--- config.mk ---
export PLATFORM = sky130hd
export DESIGN_NAME = arithmetic_logic_unit
export DESIGN_NICKNAME = d
export VERILOG_FILES = /design/src/rtl/arithmetic_logic_unit.sv
export SDC_FILE = /design/constraint.sdc
export NUM_CORES = 1
export LEC_CHECK = 0
export CORE_UTILIZATION = 48
export DETAILED_ROUTE_END_ITERATION = 6
export PLACE_DENSITY = 0.79
export SLEW_MARGIN = 40
export SYNTH_ARGS = -nofsm -noshare
export SYNTH_HDL_FRONTEND = slang
export SYNTH_SLANG_ARGS = --single-unit
--- constraint.sdc ---
create_clock -name clk -period 0.85 [get_ports clk]
set_clock_uncertainty 0.1 [all_clocks]
set_input_delay 0.2125 -clock clk [delete_from_list [all_inputs] [get_ports clk]]
set_output_delay 0.2125 -clock clk [all_outputs]
set_load 0.005 [all_outputs]
--- src/rtl/arithmetic_logic_unit.sv ---
// Registered WIDTH-bit ALU with one-hot operation strobes resolved by fixed priority.
// Holds an internal data register (sr.dataReg) that LSR loads from in1.
module arithmetic_logic_unit #(
  parameter int WIDTH = 4
) (
  input  logic             clk,
  input  logic             reset,
  input  logic             ADD,
  input  logic             SUB,
  input  logic             LSR,
  input  logic             LSH,
  input  logic             RSH,
  input  logic             AND,
  input  logic             OR,
  input  logic             XOR,
  input  logic             INV,
  input  logic [WIDTH-1:0] in1,
  input  logic [WIDTH-1:0] in2,
  output logic [WIDTH-1:0] out,
  output logic             overflow,
  output logic [WIDTH-1:0] sr_q
);

  typedef enum logic [3:0] {
    OP_NONE,
    OP_ADD,
    OP_SUB,
    OP_LSR,
    OP_LSH,
    OP_RSH,
    OP_AND,
    OP_OR,
    OP_XOR,
    OP_INV
  } alu_op_e;

  alu_op_e          op;
  logic [WIDTH:0]   sum;
  logic [WIDTH:0]   diff;
  logic [WIDTH-1:0] res_d;
  logic             ov_d;
  logic             upd;

  // Bit WIDTH of the extended sum is the carry; of the extended difference, the borrow.
  assign sum  = {1'b0, in1} + {1'b0, in2};
  assign diff = {1'b0, in1} - {1'b0, in2};

  always_comb begin
    op = OP_NONE;
    if      (ADD) op = OP_ADD;
    else if (SUB) op = OP_SUB;
    else if (LSR) op = OP_LSR;
    else if (LSH) op = OP_LSH;
    else if (RSH) op = OP_RSH;
    else if (AND) op = OP_AND;
    else if (OR)  op = OP_OR;
    else if (XOR) op = OP_XOR;
    else if (INV) op = OP_INV;
  end

  always_comb begin
    // NOTE: every output of this block gets a default first, so no path can infer a latch.
    res_d = '0;
    ov_d  = 1'b0;
    upd   = 1'b1;
    case (op)
      OP_ADD: begin
        res_d = sum[WIDTH-1:0];
        ov_d  = sum[WIDTH];
      end
      OP_SUB: begin
        res_d = diff[WIDTH-1:0];
        ov_d  = diff[WIDTH];
      end
      OP_LSH: begin
        res_d = {in1[WIDTH-2:0], 1'b0};
        ov_d  = in1[WIDTH-1];
      end
      OP_RSH: begin
        res_d = {1'b0, in1[WIDTH-1:1]};
        ov_d  = in1[0];
      end
      OP_AND:  res_d = in1 & in2;
      OP_OR:   res_d = in1 | in2;
      OP_XOR:  res_d = in1 ^ in2;
      OP_INV:  res_d = ~in1;
      default: upd   = 1'b0;  // OP_NONE and OP_LSR leave out/overflow untouched
    endcase
  end

  always_ff @(posedge clk or negedge reset) begin
    // NOTE: sequential state uses non-blocking assignments so all registers update together.
    if (!reset) begin
      out      <= '0;
      overflow <= 1'b0;
    end else if (upd) begin
      out      <= res_d;
      overflow <= ov_d;
    end
  end

  if (1'b1) begin : sr
    logic [WIDTH-1:0] dataReg;

    always_ff @(posedge clk or negedge reset) begin
      if (!reset)           dataReg <= '0;
      else if (op == OP_LSR) dataReg <= in1;
    end

    assign sr_q = dataReg;
  end

endmodule

==> summary.txt, run 1 <==
CTS
  • Max Root-Sink Buffers: 2
  • Setup repair bufs after CTS: 15
  • Post_cts resized: 154
  • CTS root buf: clkbuf_4
  • Hold_buf cts: 0
  • CTS buffer count: 3
  • # H-tree levels: 1
  • Clk sinks: 9

Logic synthesis
  • Number of synthesized flops with an enable pin: 0
  • Synth warn: 0
  • Post-synth top flop: dfrtp_1
  • Async SR Flop Fraction: 100.0%
  • Unique masters post-synth: 41
  • Syn_nets: 167
  • Syn avg cell area: 7.853 µm²
  • Mapped Cells: 134
  • #FFs+latches synth: 9
  • Post-synthesis sequential area ratio: 21.40%
  • Synthesized area: 0.001052 mm²

Place
  • Placement Cell Area: 0.001807 mm²
  • Routability congestion estimate: 0.9765
  • DP HPWL: 3545 µm
  • IO Port Bufs: 27

Die
  • Row count: 16
  • Initial Util: 52.56%
  • I/O pin total: 28
  • Die Width: 48.82 µm
  • Die Ht: 48.82 µm

Outcome
  • Error: [ERROR DPL-0038] Utilization greater than 100%, impossible to legalize
  • Status: stopped before the end
  • Stage reached: 4_1_cts
==> synth_stat cells (3+ instances only) <==
cell type,count,share of area (%)
inv_1,14,5.0
o21ai_0,13,6.2
ha_1,12,14
nor2_1,12,4.3
nand2_1,11,3.9
a21oi_1,10,4.8
dfrtp_1,9,21
nor3_1,5,2.4
a211oi_1,4,2.9
a21o_1,3,2.1
nand2b_1,3,1.8
==> cell families after synthesis <==
group	share of synthesized area, %
compound gates	32.82
xor+xnor	1.665
fa+ha+maj	18.07
buf+inv	6.183
flops	21.40
simple gates	19.86
==> stage by stage <==
stage                     setup slack [ns]  util (%)  setup TNS, ns  instances
after floorplan                    -0.7015         -         -3.162        134
after global placement              -1.402     90.25         -11.57        231
after detailed placement            -1.496     90.25         -12.46        231
==> run 2, diff against run 1 <==
Settings changed: CORE_AREA set to 2 2 63 65, CORE_UTILIZATION 48 to not set, DIE_AREA set to 0 0 65 67, PLACE_DENSITY 0.79 to not set, PLACE_DENSITY_LB_ADDON set to 0.15.
==> run 2 against run 1 <==
  * The flow now finishes, with violations (setup timing)
  * Synthesized cell count is the same
  * Area after synthesis is the same
==> summary.txt, run 2 <==
STA
  • Final hold viol count: 0
  • Fin. max-slew vios: 0
  • RSZ-0062 raised after global routing: true
  • Final min period: 1.490 ns
  • Fin crit share: 175.3%
  • Worst Tran Pin Value: 0.3619 ns
  • Final Setup Violations: 18
  • Worst rel slew slack: 75.76%
  • Hold_ws: 0.1999 ns
  • Fmax: 671.0 MHz
  • Final worst slack: -0.6404 ns

Logic synthesis
  • Synthesized area: 0.001052 mm² (unchanged)
  • Cell taking the most area after synthesis: dfrtp_1 (unchanged)
  • Number of synthesized flops with an enable pin: 0 (unchanged)
  • Unique masters post-synth: 41 (unchanged)
  • Syn avg cell area: 7.853 µm² (unchanged)
  • Most numerous cell in the Yosys netlist: inv_1 (unchanged)
  • #FFs+latches synth: 9 (unchanged)
  • Async SR Flop Fraction: 100.0% (unchanged)
  • Synth top area cells: dfrtp_1 21%, ha_1 14%, o21ai_0 6.2% (unchanged)
  • Post-synth top flop: dfrtp_1 (unchanged)
  • Synth cell count leaders: 14 x inv_1, 13 x o21ai_0, 12 x ha_1, 12 x nor2_1, 11 x nand2_1 (unchanged)
  • Area share of the largest cell type after synthesis: 21.40% (unchanged)
  • Syn_nets: 167 (unchanged)
  • Post-synthesis sequential area ratio: 21.40% (unchanged)
  • Mapped Cells: 134 (unchanged)
  • Synth warn: 0 (unchanged)

CTS
  • Clk sinks: 9 (unchanged)
  • CTS root buf: clkbuf_8 (was clkbuf_4)
  • CTS buffer count: 3 (unchanged)
  • Max Root-Sink Buffers: 2 (unchanged)
  • TritonCTS clock tree: yes
  • Skew-Pair Late Insertion Delay: 0.23 ns
  • CTS clock-pin slew for the worst setup and hold paths: 0.05 ns
  • # H-tree levels: 1 (unchanged)

Global routing
  • Gr usage total: 21.10%
  • First-pass GRT wire length: 6982 µm
  • Initial antenna violation count: 0
  • Largest net degree at the start of global routing: 10
  • Grt ovf: 0
  • Vias in the first global route: 1483

Place
  • DP HPWL: 3147 µm (was 3545 µm)
  • IO Port Bufs: 27 (unchanged)
  • Pre-CTS setup slack: -1.438 ns (was -1.496 ns)
  • Placed Instances: 252 (was 231)
  • Routability congestion estimate: 0.9629 (was 0.9765)

Drt
  • Via Count: 1410
  • Routed wire per std cell: 15.45 µm
  • Routed WL: 4281 µm
  • DR vias/cell: 5.090
  • Antenna Nets Post-Route: 0
  • Pre-antenna DRT Iters: 4
  • DRC viols: 0
  • Initial DRC count: 57

Die
  • Row count: 22 (was 16)
  • Die Ht: 67 µm (was 48.82 µm)
  • Core footprint: 0.003606 mm²
  • Die ar.: 0.004355 mm²
  • I/O pin total: 28 (unchanged)
  • Die Width: 65 µm (was 48.82 µm)
  • Initial Util: 29.18% (was 52.56%)

Layout
  • Fin util: 61.21%
  • Ant diodes: 0
  • Commonest cells after routing, fill and taps aside: 55 x buf_4, 15 x buf_2, 15 x buf_6, 9 x nor2_1, 9 x dfrtp_1
  • Area delta synth->final: 109.8%
  • Nets: 263
  • Final cell count without fillers: 277
  • Fillers: 328
  • Leading cell type in the layout, fill and taps excluded: buf_4
  • Layout cell share with drive strength beyond 1: 63.32%

Worst setup path
  • Crit Path Category: input pin to register
  • Crit path DAT: 1.50 ns
  • Critical Path Source Type: input pin
  • CP Capture Type: register
  • Worst Path Required: 0.86 ns
  • Crit Path Max Fanout: 4

Pwr
  • Leak: 1.016 nW
  • Pwr Density: 1008 mW/mm²
  • Peak VDD IR: 438.2 µV

Outcome
  • Status: complete, but fails checks (was stopped before the end)
  • Failing checks: setup timing

Min path
  • Hold crit path type: input pin to async pin

Job
  • Max-capacitance violation count: 0
==> run 2: cell type report <==
type	count	area (µm²)	area share, %
Tap cell	48	60.06	2.721
Inverter	14	66.31	3.005
Multi-Input combinational cell	108	1033	46.83
Sequential cell	9	225.2	10.20
Timing Repair Buffer	94	777.0	35.20
Clock buffer	4	45.04	2.041
==> run 2: power breakdown <==
part / leakage (nW) / switching (mW) / internal (mW) / total (mW)
Combinational: 0.884 / 0.526 / 0.667 / 1.19
Sequential: 0.110 / 0.0360 / 0.498 / 0.534
Clock: 0.0228 / 0.170 / 0.327 / 0.497
Total: 1.02 / 0.732 / 1.49 / 2.22
==> run 2: path summary, 6_finish.rpt <==
path | from | endpoint | slack [ns] | depth (start not counted)
max in group asynchronous | reset | sr_q[1] | 0.35 | 2
worst min register to register | sr_q[0] | sr_q[0] | 0.39 | 2
worst max-delay path | in1[3] | out[3] | -0.64 | 7
worst min-delay path | reset | sr_q[3] | 0.20 | 2
worst max register to register | out[2] | out[2] | -0.16 | 4
min in group clk | in1[2] | sr_q[2] | 0.30 | 4
==> run 2: what timing repair did <==
item / in CTS / in global routing
hold buffers: 0 / 0
setup buffers: 14 / 7
gates cloned: 0 / 0
setup endpoints to repair: 18 / 18
pin swaps: 33 / 13
gates resized for setup: 144 / 22
hold endpoints to repair: 0 / 0
==> run 2: cell families (layout without fill, tap and decap cells) <==
group                      count (synthesis)  in the layout  share of synthesized area, %
and+or+nand+nor                           41             41                         19.86
buffers and inverters                     17            112                         6.183
DFF                                        9              9                         21.40
AOI/OAI and AO/OA                         51             51                         32.82
xor gates and xnor gates                   2              2                         1.665
adders and majority gates                 14             14                         18.07
==> run 2: metal layers <==
layer	track usage, %	vias up	part of all wire [%]
li1	-	680	-
met1	25.03	671	40
met2	39.05	55	51
met3	3.716	4	7.3
met4	5.319	0	1.2
met5	0	-	0
==> run 2: critical path: stages <==
cell	delay, ns
dlygate4sd2_1	0.26
inv_2	0.08
ha_4	0.21
a32oi_1	0.18
o31a_1	0.20
o22ai_2	0.09
o32a_1	0.28
==> run 2: metrics by stage <==
stage / total power [mW] / setup TNS (ns) / instance area (µm²)
2_1_floorplan: 0.9256 / -3.162 / 1189
3_3_place_gp: 1.492 / -11.80 / 1833
3_5_place_dp: 1.500 / -12.02 / 1833
4_1_cts: 2.125 / -5.144 / 2088
5_1_grt: 2.369 / -5.833 / 2207
6_report: 2.224 / -5.202 / 2207
Note: power is estimated with default switching activity, not from simulation.
==> run 3, diff against run 2 <==
Settings changed: GPL_ROUTABILITY_DRIVEN set to 0, SKIP_LAST_GASP set to 1.
==> run 3 against run 2 <==
  * The run still ends with setup timing left
  * Core utilization down 3.2 points
  * Hold slack better by 0.0019 ns
  * Register-to-register slack about the same
  * Critical path depth up 1
  * Total power down 2.6%
  * Sequential power about the same
==> summary.txt, run 3 (synthesis results as in run 2) <==
Pwr
  • Peak VDD IR: 629.1 µV (was 438.2 µV)
  • Logic pwr share: 52.9% (was 53.6%)
  • Clk network pwr share: 22.5% (was 22.4%)
  • Sw Share: 32.94% (was 32.92%)
  • Internal Power: 1.453 mW (was 1.492 mW)
  • Seq pwr share: 24.7% (was 24.0%)
  • Pwr Density: 1036 mW/mm² (was 1008 mW/mm²)
  • Leak: 0.9562 nW (was 1.016 nW)
  • Pwr Total: 2.167 mW (was 2.224 mW)
  • Switch Pwr: 0.7138 mW (was 0.7321 mW)

Place
  • DP HPWL: 3170 µm (was 3147 µm)
  • Pre-CTS setup slack: -1.392 ns (was -1.438 ns)
  • IO Port Bufs: 27 (unchanged)

Layout
  • Leading cell type in the layout, fill and taps excluded: buf_4 (unchanged)
  • Layout cell share with drive strength beyond 1: 61.09% (was 63.32%)
  • Area delta synth->final: 98.81% (was 109.8%)
  • Ant diodes: 0 (unchanged)
  • Nets: 255 (was 263)
  • Commonest cells after routing, fill and taps aside: 50 x buf_4, 15 x buf_2, 12 x buf_6, 10 x nor2_1, 9 x dfrtp_1 (was 55 x buf_4, 15 x buf_2, 15 x buf_6, 9 x nor2_1, 9 x dfrtp_1)

Die
  • I/O pin total: 28 (unchanged)
  • Core footprint: 0.003606 mm² (unchanged)
  • Row count: 22 (unchanged)
  • Initial Util: 29.18% (unchanged)
  • Die Width: 65 µm (unchanged)
  • Die Ht: 67 µm (unchanged)
  • Die ar.: 0.004355 mm² (unchanged)

Worst setup path
  • Critical Path Source Type: input pin (unchanged)
  • Worst Path Required: 0.86 ns (about the same)
  • CP Capture Type: register (unchanged)
  • Crit Path Category: input pin to register (unchanged)
  • Crit path DAT: 1.51 ns (was 1.50 ns)
  • Crit Path Max Fanout: 4 (unchanged)

Global routing
  • First-pass GRT wire length: 6617 µm (was 6982 µm)
  • Grt ovf: 0 (unchanged)
  • Initial antenna violation count: 0 (unchanged)
  • Largest net degree at the start of global routing: 12 (was 10)
  • Gr usage total: 19.82% (was 21.10%)
  • Vias in the first global route: 1420 (was 1483)

Min path
  • Hold crit path type: input pin to async pin (unchanged)

Drt
  • Antenna Nets Post-Route: 0 (unchanged)
  • Via Count: 1425 (was 1410)
  • Pre-antenna DRT Iters: 4 (unchanged)
  • Routed wire per std cell: 15.39 µm (was 15.45 µm)
  • DR vias/cell: 5.297 (was 5.090)
  • DRC viols: 0 (unchanged)
  • Initial DRC count: 61 (was 57)
  • Routed WL: 4139 µm (was 4281 µm)

STA
  • Final min period: 1.505 ns (was 1.490 ns)
  • Fin crit share: 177.0% (was 175.3%)
  • Fin. max-slew vios: 0 (unchanged)
  • Final Setup Violations: 18 (unchanged)
  • Worst Tran Pin Value: 0.4025 ns (was 0.3619 ns)
  • RSZ-0062 raised after global routing: true (unchanged)
  • Final hold viol count: 0 (unchanged)
  • Final worst slack: -0.6546 ns (was -0.6404 ns)
  • Fmax: 664.6 MHz (was 671.0 MHz)
  • Worst rel slew slack: 73.05% (was 75.76%)

CTS
  • Hold_buf cts: 0 (unchanged)
  • # H-tree levels: 1 (unchanged)
  • CTS clock-pin slew for the worst setup and hold paths: 0.04 ns (was 0.05 ns)
  • Max Root-Sink Buffers: 2 (unchanged)
  • Skew-Pair Late Insertion Delay: 0.23 ns (about the same)
  • TritonCTS clock tree: yes (unchanged)
  • CTS root buf: clkbuf_8 (unchanged)
  • Clk sinks: 9 (unchanged)
  • CTS buffer count: 3 (unchanged)

Job
  • Max-capacitance violation count: 0 (unchanged)

Outcome
  • Status: complete, but fails checks (unchanged)
  • Failing checks: setup timing (unchanged)
==> run 3: area by class of cell <==
type,instances,area [µm²]
clock buffer,4,45.04
timing repair buffer,86,681.9
inverter,14,66.31
tap,48,60.06
multi-input combinational,108,1013
fill,337,1514
sequential,9,225.2
==> run 3: worst max-delay path, cell delays in order <==
cell and delay [ns]:
buf_2 0.12, buf_6 0.13, ha_2 0.18, a21o_1 0.19
a21oi_4 0.15, xor2_1 0.16, o22ai_1 0.09, o32a_1 0.28
==> run 3: timing repair <==
item | 4_1_cts | 5_1_grt
buffers inserted | 10 | 5
cloned | 0 | 0
pin swaps | 24 | 8
resized for setup | 140 | 8
endpoints found under the setup margin | 18 | 18
==> run 3: per-stage QoR <==
step,instances,instance area (µm²),hold WS [ns],TNS [ns],util [%]
final,269,2092,0.2017,-5.621,58.02
after global routing,269,2092,0.1952,-6.320,58.02
after CTS,265,2044,0.2007,-5.729,56.70
after detailed placement,251,1826,0.4099,-12.15,50.62
after global placement,251,1826,0.3738,-11.78,50.62
after floorplan,134,1189,-0.1831,-3.162,-
==> run 3: worst paths after layout <==
check | startpoint | to | slack [ns] | cells after the start
worst max-delay path | in1[1] | out[3] | -0.65 | 8
worst min-delay path | reset | sr_q[3] | 0.20 | 2
worst max register to register | out[2] | out[2] | -0.16 | 4
worst min register to register | sr_q[2] | sr_q[2] | 0.39 | 2
max in group asynchronous | reset | out[2] | 0.35 | 2
min in group clk | in1[0] | sr_q[0] | 0.28 | 4
==> run 3: power groups by stage <==
stage | Clock (mW) | Combinational (mW) | Sequential (mW)
6_report | 0.488 | 1.15 | 0.534
2_1_floorplan | 0 | 0.380 | 0.545
3_5_place_dp | 0 | 0.967 | 0.544
3_3_place_gp | 0 | 0.952 | 0.538
4_1_cts | 0.506 | 1.08 | 0.535
5_1_grt | 0.540 | 1.23 | 0.539
==> run 3: layer usage <==
layer | routed length [µm] | track usage [%] | vias to the layer above
met5 | 0 | 0 | -
met4 | 59 | 3.989 | 0
li1 | - | - | 670
met1 | 1685 | 24.23 | 685
met2 | 2084 | 35.70 | 62
met3 | 310 | 4.223 | 8
